### config.mk
export PLATFORM = sky130hd
export DESIGN_NAME = mc_ctrl_fsm
export DESIGN_NICKNAME = d
export VERILOG_FILES = /design/src/rtl/rv32_pkg.sv /design/src/rtl/mc_ctrl_fsm_perf_cnt.sv /design/src/rtl/mc_ctrl_fsm.sv
export SDC_FILE = /design/constraint.sdc
export NUM_CORES = 1
export LEC_CHECK = 0
export ABC_AREA = 1
export CAP_MARGIN = 20
export CORE_AREA = 4 4 81 91
export CTS_BUF_LIST = sky130_fd_sc_hd__clkbuf_4
export DETAILED_ROUTE_END_ITERATION = 8
export DIE_AREA = 0 0 85 95
export GPL_TIMING_DRIVEN = 0
export SYNTH_ARGS = -nofsm -noshare
export SYNTH_HDL_FRONTEND = slang
export SYNTH_SLANG_ARGS = --single-unit
### constraint.sdc
create_clock -name clk -period 1.9 [get_ports clk]
set_input_delay 0.38 -clock clk [delete_from_list [all_inputs] [get_ports clk]]
set_output_delay 0.38 -clock clk [all_outputs]
set_load 0.01 [all_outputs]
### src/rtl/rv32_pkg.sv
// Shared RV32I encodings and control types for the multi-cycle sequencer.
package rv32_pkg;

  localparam logic [6:0] OPC_LOAD   = 7'b0000011;
  localparam logic [6:0] OPC_OPIMM  = 7'b0010011;
  localparam logic [6:0] OPC_STORE  = 7'b0100011;
  localparam logic [6:0] OPC_BRANCH = 7'b1100011;
  localparam logic [6:0] OPC_JAL    = 7'b1101111;
  localparam logic [6:0] OPC_JALR   = 7'b1100111;
  localparam logic [6:0] OPC_LUI    = 7'b0110111;
  localparam logic [6:0] OPC_AUIPC  = 7'b0010111;
  localparam logic [6:0] OPC_OP     = 7'b0110011;

  localparam logic [31:0] NOP_INSN = 32'h0000_0013;

  // One-hot encoding so a corrupted state vector lands in the default arm.
  typedef enum logic [5:0] {
    ST_FETCH  = 6'b000001,
    ST_DECODE = 6'b000010,
    ST_EXEC   = 6'b000100,
    ST_MEM    = 6'b001000,
    ST_WB     = 6'b010000,
    ST_TRAP   = 6'b100000
  } state_e;

  typedef enum logic [1:0] {
    WB_ALU = 2'd0,
    WB_MEM = 2'd1,
    WB_PC4 = 2'd2
  } wb_sel_e;

  typedef enum logic [1:0] {
    PC_PLUS4 = 2'd0,
    PC_IMM   = 2'd1,
    PC_JALR  = 2'd2
  } pc_sel_e;

  typedef enum logic [3:0] {
    CL_LOAD,
    CL_OPIMM,
    CL_STORE,
    CL_BRANCH,
    CL_JAL,
    CL_JALR,
    CL_LUI,
    CL_AUIPC,
    CL_OP,
    CL_ILLEGAL
  } op_class_e;

  function automatic op_class_e classify(input logic [6:0] opc);
    op_class_e cls;
    case (opc)
      OPC_LOAD:   cls = CL_LOAD;
      OPC_OPIMM:  cls = CL_OPIMM;
      OPC_STORE:  cls = CL_STORE;
      OPC_BRANCH: cls = CL_BRANCH;
      OPC_JAL:    cls = CL_JAL;
      OPC_JALR:   cls = CL_JALR;
      OPC_LUI:    cls = CL_LUI;
      OPC_AUIPC:  cls = CL_AUIPC;
      OPC_OP:     cls = CL_OP;
      default:    cls = CL_ILLEGAL;
    endcase
    return cls;
  endfunction

endpackage

### src/rtl/mc_ctrl_fsm_perf_cnt.sv
// Free-running cycle and retired-instruction counters, wrapping modulo 2^PERF_W.
module mc_perf_cnt
  #(parameter int PERF_W = 32)
  (
    input  logic              clk,
    input  logic              rst_n,
    input  logic              cyc_en_i,
    input  logic              inst_en_i,
    output logic [PERF_W-1:0] cycle_cnt_o,
    output logic [PERF_W-1:0] instret_cnt_o
  );

  logic [PERF_W-1:0] cycle_q, cycle_d;
  logic [PERF_W-1:0] instret_q, instret_d;

  always_comb begin
    cycle_d   = cycle_q;
    instret_d = instret_q;
    if (cyc_en_i)  cycle_d   = cycle_q + 1'b1;
    if (inst_en_i) instret_d = instret_q + 1'b1;
  end

  always_ff @(posedge clk or negedge rst_n) begin
    if (!rst_n) begin
      cycle_q   <= '0;
      instret_q <= '0;
    end else begin
      cycle_q   <= cycle_d;
      instret_q <= instret_d;
    end
  end

  assign cycle_cnt_o   = cycle_q;
  assign instret_cnt_o = instret_q;

endmodule

### src/rtl/mc_ctrl_fsm.sv
// Multi-cycle RV32I control sequencer: FETCH/DECODE/EXEC/MEM/WB with trap on illegal opcodes.
// Defining MC_CTRL_PERF_EN adds the cycle_cnt / instret_cnt performance counter outputs.
module mc_ctrl_fsm
  import rv32_pkg::*;
  #(parameter int XLEN   = 32,
    parameter int PERF_W = 32)
  (
    input  logic              clk,
    input  logic              rst_n,
    output logic              imem_req,
    input  logic              imem_ack,
    input  logic [31:0]       imem_rdata,
    output logic [31:0]       ir,
    input  logic              br_cond,
    output logic              alu_a_sel,
    output logic              alu_b_sel,
    output logic              dmem_req,
    output logic              dmem_we,
    input  logic              dmem_ack,
    output logic              rf_we,
    output logic [1:0]        wb_sel,
    output logic              pc_we,
    output logic [1:0]        pc_sel,
    output logic              retire,
`ifdef MC_CTRL_PERF_EN
    output logic [PERF_W-1:0] cycle_cnt,
    output logic [PERF_W-1:0] instret_cnt,
`endif
    output logic              illegal
  );

  // The sequencer carries no XLEN-wide state; other widths have no datapath to drive.
  if (XLEN != 32 || PERF_W < 1) begin : g_unsupported_cfg
  end

  state_e    state_q, state_d;
  logic [31:0] ir_q, ir_d;
  logic      illegal_q, illegal_d;
  op_class_e cls;
  logic      sel_a, sel_b;

  assign cls = classify(ir_q[6:0]);

  // Operand selects are a pure function of the latched instruction class.
  always_comb begin
    sel_a = 1'b0;
    sel_b = 1'b0;
    case (cls)
      CL_OPIMM, CL_LOAD, CL_STORE, CL_JALR: sel_b = 1'b1;
      CL_AUIPC, CL_JAL, CL_BRANCH: begin
        sel_a = 1'b1;
        sel_b = 1'b1;
      end
      default: ;
    endcase
  end

  always_comb begin
    state_d   = state_q;
    ir_d      = ir_q;
    illegal_d = illegal_q;
    imem_req  = 1'b0;
    alu_a_sel = 1'b0;
    alu_b_sel = 1'b0;
    dmem_req  = 1'b0;
    dmem_we   = 1'b0;
    rf_we     = 1'b0;
    wb_sel    = WB_ALU;
    pc_we     = 1'b0;
    pc_sel    = PC_PLUS4;

    case (state_q)
      ST_FETCH: begin
        // Gated by rst_n so no request leaks out while reset is held.
        imem_req = rst_n;
        if (imem_ack) begin
          ir_d    = imem_rdata;
          state_d = ST_DECODE;
        end
      end

      ST_DECODE: begin
        state_d = (cls == CL_ILLEGAL) ? ST_TRAP : ST_EXEC;
      end

      ST_EXEC: begin
        alu_a_sel = sel_a;
        alu_b_sel = sel_b;
        case (cls)
          CL_BRANCH: begin
            pc_we   = 1'b1;
            pc_sel  = br_cond ? PC_IMM : PC_PLUS4;
            state_d = ST_FETCH;
          end
          CL_LOAD, CL_STORE: state_d = ST_MEM;
          default:           state_d = ST_WB;
        endcase
      end

      ST_MEM: begin
        alu_a_sel = sel_a;
        alu_b_sel = sel_b;
        dmem_req  = 1'b1;
        dmem_we   = (cls == CL_STORE);
        if (dmem_ack) begin
          if (cls == CL_STORE) begin
            pc_we   = 1'b1;
            state_d = ST_FETCH;
          end else begin
            state_d = ST_WB;
          end
        end
      end

      ST_WB: begin
        alu_a_sel = sel_a;
        alu_b_sel = sel_b;
        rf_we     = 1'b1;
        pc_we     = 1'b1;
        case (cls)
          CL_LOAD:         wb_sel = WB_MEM;
          CL_JAL, CL_JALR: wb_sel = WB_PC4;
          default:         wb_sel = WB_ALU;
        endcase
        case (cls)
          CL_JAL:  pc_sel = PC_IMM;
          CL_JALR: pc_sel = PC_JALR;
          default: pc_sel = PC_PLUS4;
        endcase
        state_d = ST_FETCH;
      end

      ST_TRAP: ;

      default: state_d = ST_TRAP;
    endcase

    if (state_d == ST_TRAP) illegal_d = 1'b1;
  end

  always_ff @(posedge clk or negedge rst_n) begin
    if (!rst_n) begin
      state_q   <= ST_FETCH;
      ir_q      <= NOP_INSN;
      illegal_q <= 1'b0;
    end else begin
      state_q   <= state_d;
      ir_q      <= ir_d;
      illegal_q <= illegal_d;
    end
  end

  assign ir      = ir_q;
  assign illegal = illegal_q;
  assign retire  = pc_we;

`ifdef MC_CTRL_PERF_EN
  mc_perf_cnt #(.PERF_W(PERF_W)) u_perf (
    .clk          (clk),
    .rst_n        (rst_n),
    .cyc_en_i     (state_q != ST_TRAP),
    .inst_en_i    (retire),
    .cycle_cnt_o  (cycle_cnt),
    .instret_cnt_o(instret_cnt)
  );
`endif

endmodule

==> flow_summary.toml <==
[status]
outcome = "complete, but fails checks"
violations_in_the_final_reports = "setup timing"

[synthesis]
synth_seq_cells = 39
synth.area.top_cells = "sky130_fd_sc_hd__dfrtp_1 (46%), sky130_fd_sc_hd__nand2_1 (16%), sky130_fd_sc_hd__o21ai_0 (9.8%), sky130_fd_sc_hd__dfstp_2 (5.6%), sky130_fd_sc_hd__nor2_1 (4.6%)"
synth_area_per_cell_sq_um = 7.807
synth_warnings = 0
synth-seq-area-share = 0.5192
synth_edf_count = 0
synth.cells.most_frequent = "sky130_fd_sc_hd__nand2_1 (82), sky130_fd_sc_hd__o21ai_0 (37), sky130_fd_sc_hd__dfrtp_1 (35)"
synth_largest_type_area_fraction = 0.4636
yosysUniqueCellTypes = 20
synth_fp_nets = 279
netlist_area_sq_um = 1889
synth-async-reset-ratio = 1.000
synth.largest_area_cell = "sky130_fd_sc_hd__dfrtp_1"
synthMostInstantiatedCell = "sky130_fd_sc_hd__nand2_1"
ys.flop_type = "sky130_fd_sc_hd__dfrtp_1"
post_synth_inst_count = 242

[timing]
layout_worst_path_cycle_share = 1.132
fin_ws_ns = -0.2517
setup_viol = 9
tightestPinTransition_ns = 0.3807
slew_violations = 0
hold-worst-slack_ns = 0.09784
final_period_minus_worst_setup_slack_ns = 2.152
maxClockFrequency_mhz = 464.8
slew_headroom = 0.7462
final_setup_skew_ns = 0.01083
finalHoldViolCount = 0
rsz0062_at_grt = "true"

[placed_design]
portBuffers = 81
place_worst_setup_slack_ns = -0.5859
final_weighted_congestion_in_routability_driven_placement = 0.8259
hpwl_mm = 3.891

[global_routing]
number_of_global_route_vias_before_repair = 1943
gr-total-overflow = 0
wire_length_of_the_first_global_routing_pass_mm = 9.128
grt_antenna_before_repair = 0
grt_resource_usage_total = 0.1419
grt_max_degree = 34

[layout]
final_core_occ = 0.4928
syn_to_final_growth_pct = 68.94
finalNetCount = 387
num-fill-cells = 645
antenna-diode-count = 0
post_route_cells_drive_above_1_share = 0.2507
regArea_sq_um = 980.9
multiInputGateArea_sq_um = 900.9

[clock_tree]
clkTransAtPathRegs_ns = 0.12
clk_latency_ns = 0.34
cts.root.buffer_cell = "sky130_fd_sc_hd__clkbuf_4"
max_h_tree_level = 2
tritoncts = "yes"
max-clock-path-buffers = 2
cts_made_buffers = 5
clkSinkCount = 39

[power_and_ir_drop]
clkPwrFrac = 0.373
internal-power_mw = 1.456
power_switching_share = 0.2203
power_density_nw_per_um2 = 585.2
p_comb_frac = 0.150
ir_worst_vdd_mv = 0.3618
seqPwrFrac = 0.477
switching_power_mw = 0.4116
leakage_nw = 1.530

[die]
floorplan.core_area_sq_um = 6477
design.die.area_sq_um = 8075
top_level_ports = 82
effective_utilization_at_floorplan = 0.2917
die-height_microns = 95
row_count = 31
die_x_microns = 85

[setup_path]
crit_end = "alu_a_sel"
reg2reg_setup_slack_ns = 0.19
critical_path.startpoint = "ir[1]"
setup.worst_path.end_class = "primary output"
reg2regPathDepth = 9
required_time_at_the_worst_slack_endpoint_ns = 1.52
worstReg2RegStart = "state_q[0]"
largest_fanout_on_the_critical_path = 4
start_kind = "flip-flop"
crit_path_category = "flip-flop to primary output"
r2r-end = "illegal"
data_arrival_time_of_the_worst_path_ns = 1.77

[routing]
post_dr_vias_cell = 4.580
firstDrtPassIters = 4
wl_per_cell_microns = 12.95
ant_nets = 0
postRouteWirelength_mm = 5.606
drcViolationCount = 0
vias = 1983
drt_iter0_drc = 72

[job]
timing.max_cap.violations = 0

[worst_hold_path]
worstHoldPathType = "input pin to async pin"
## critical path, stage by stage, from the launching register on
cell and delay, ns:
sky130_fd_sc_hd__dfstp_2 0.57, sky130_fd_sc_hd__nand2_4 0.09, sky130_fd_sc_hd__buf_12 0.14, sky130_fd_sc_hd__nand3b_1 0.16
sky130_fd_sc_hd__nand2_2 0.09, sky130_fd_sc_hd__inv_2 0.05, sky130_fd_sc_hd__o21ai_1 0.12, sky130_fd_sc_hd__nand2_1 0.06
sky130_fd_sc_hd__inv_1 0.04, sky130_fd_sc_hd__buf_2 0.12
## metrics by stage
| step | setup TNS, ns | cell area [sq um] | power [mW] | instances |
|---|---|---|---|---|
| 2_1_floorplan | 0 | 1889 | 0.9679 | 242 |
| 3_3_place_gp | -25.55 | 2803 | 1.150 | 405 |
| 3_5_place_dp | -3.335 | 2818 | 1.154 | 406 |
| 4_1_cts | -1.566 | 3107 | 1.884 | 428 |
| 5_1_grt | -2.820 | 3192 | 1.955 | 433 |
| 6_report | -1.803 | 3192 | 1.868 | 433 |
## registers in the layout, indices dropped and copies added, names as in the netlist
| register | cells |
|---|---|
| ir | 32 |
| illegal | 1 |
| state_q | 6 |
## area by class of cell
class / instances / share of cell area
flip-flops and latches: 39 / 0.3073
multi-input cells: 171 / 0.2822
well taps: 82 / 0.03214
repair buffers: 102 / 0.3011
plain buffers: 9 / 0.01842
inverters: 22 / 0.02587
clock buffers: 6 / 0.01411
clock inverters: 2 / 0.01882
## routing by layer
| layer | global-route usage | wire length (microns) |
|---|---|---|
| met1 | 0.1613 | 2272 |
| met2 | 0.2487 | 2799 |
| met3 | 0.04974 | 456 |
| met4 | 0.04485 | 78 |
| met5 | 0 | 0 |
## cell usage in the layout (no fill, tap or decap), drive strengths merged
| cell | synthesis | final |
|---|---|---|
| a21o | 1 | 1 |
| buf | 6 | 37 |
| bufinv | 0 | 2 |
| clkbuf | 4 | 11 |
| clkdlybuf4s50 | 0 | 65 |
| dfrtp | 35 | 35 |
| dfstp | 4 | 4 |
| dlygate4sd2 | 0 | 3 |
| dlygate4sd3 | 0 | 1 |
| inv | 22 | 22 |
| nand2 | 82 | 82 |
| nand3 | 15 | 15 |
| nand3b | 4 | 4 |
| nand4 | 2 | 2 |
| nor2 | 27 | 27 |
| nor4 | 1 | 1 |
| o211ai | 1 | 1 |
| o21ai | 38 | 38 |
## power groups by stage
stage | combinational [mW] | clock [mW] | sequential (mW)
6_report | 0.280 | 0.697 | 0.891
5_1_grt | 0.306 | 0.753 | 0.896
4_1_cts | 0.275 | 0.719 | 0.890
3_5_place_dp | 0.248 | 0 | 0.906
3_3_place_gp | 0.243 | 0 | 0.907
2_1_floorplan | 0.0455 | 0 | 0.922
## how the worst min path moves through the flow
stage,endpoint,depth (start not counted)
2_1_floorplan,illegal,0
3_3_place_gp,ir[0],2
3_5_place_dp,ir[12],1
4_1_cts,ir[0],2
5_1_grt,ir[1],2
6_report,ir[14],3
## logic make-up (layout without fill, tap and decap cells)
logic type,count (synthesis),after routing,share of synthesized area
and+or+nand+nor,131,131,0.2954
AOI/OAI and AO/OA,40,40,0.1086
DFF,39,39,0.5192
buffers and inverters,32,141,0.07682
## repair_timing
| action | 4_1_cts | 5_1_grt |
|---|---|---|
| buffers inserted | 13 | 5 |
| pin swaps | 9 | 14 |
| hold endpoints to repair | 2 | 0 |
| setup endpoints to repair | 12 | 12 |
| resized for setup | 75 | 25 |
| hold buffers | 2 | 0 |
No activity file was read; power rests on OpenSTA's default activity.
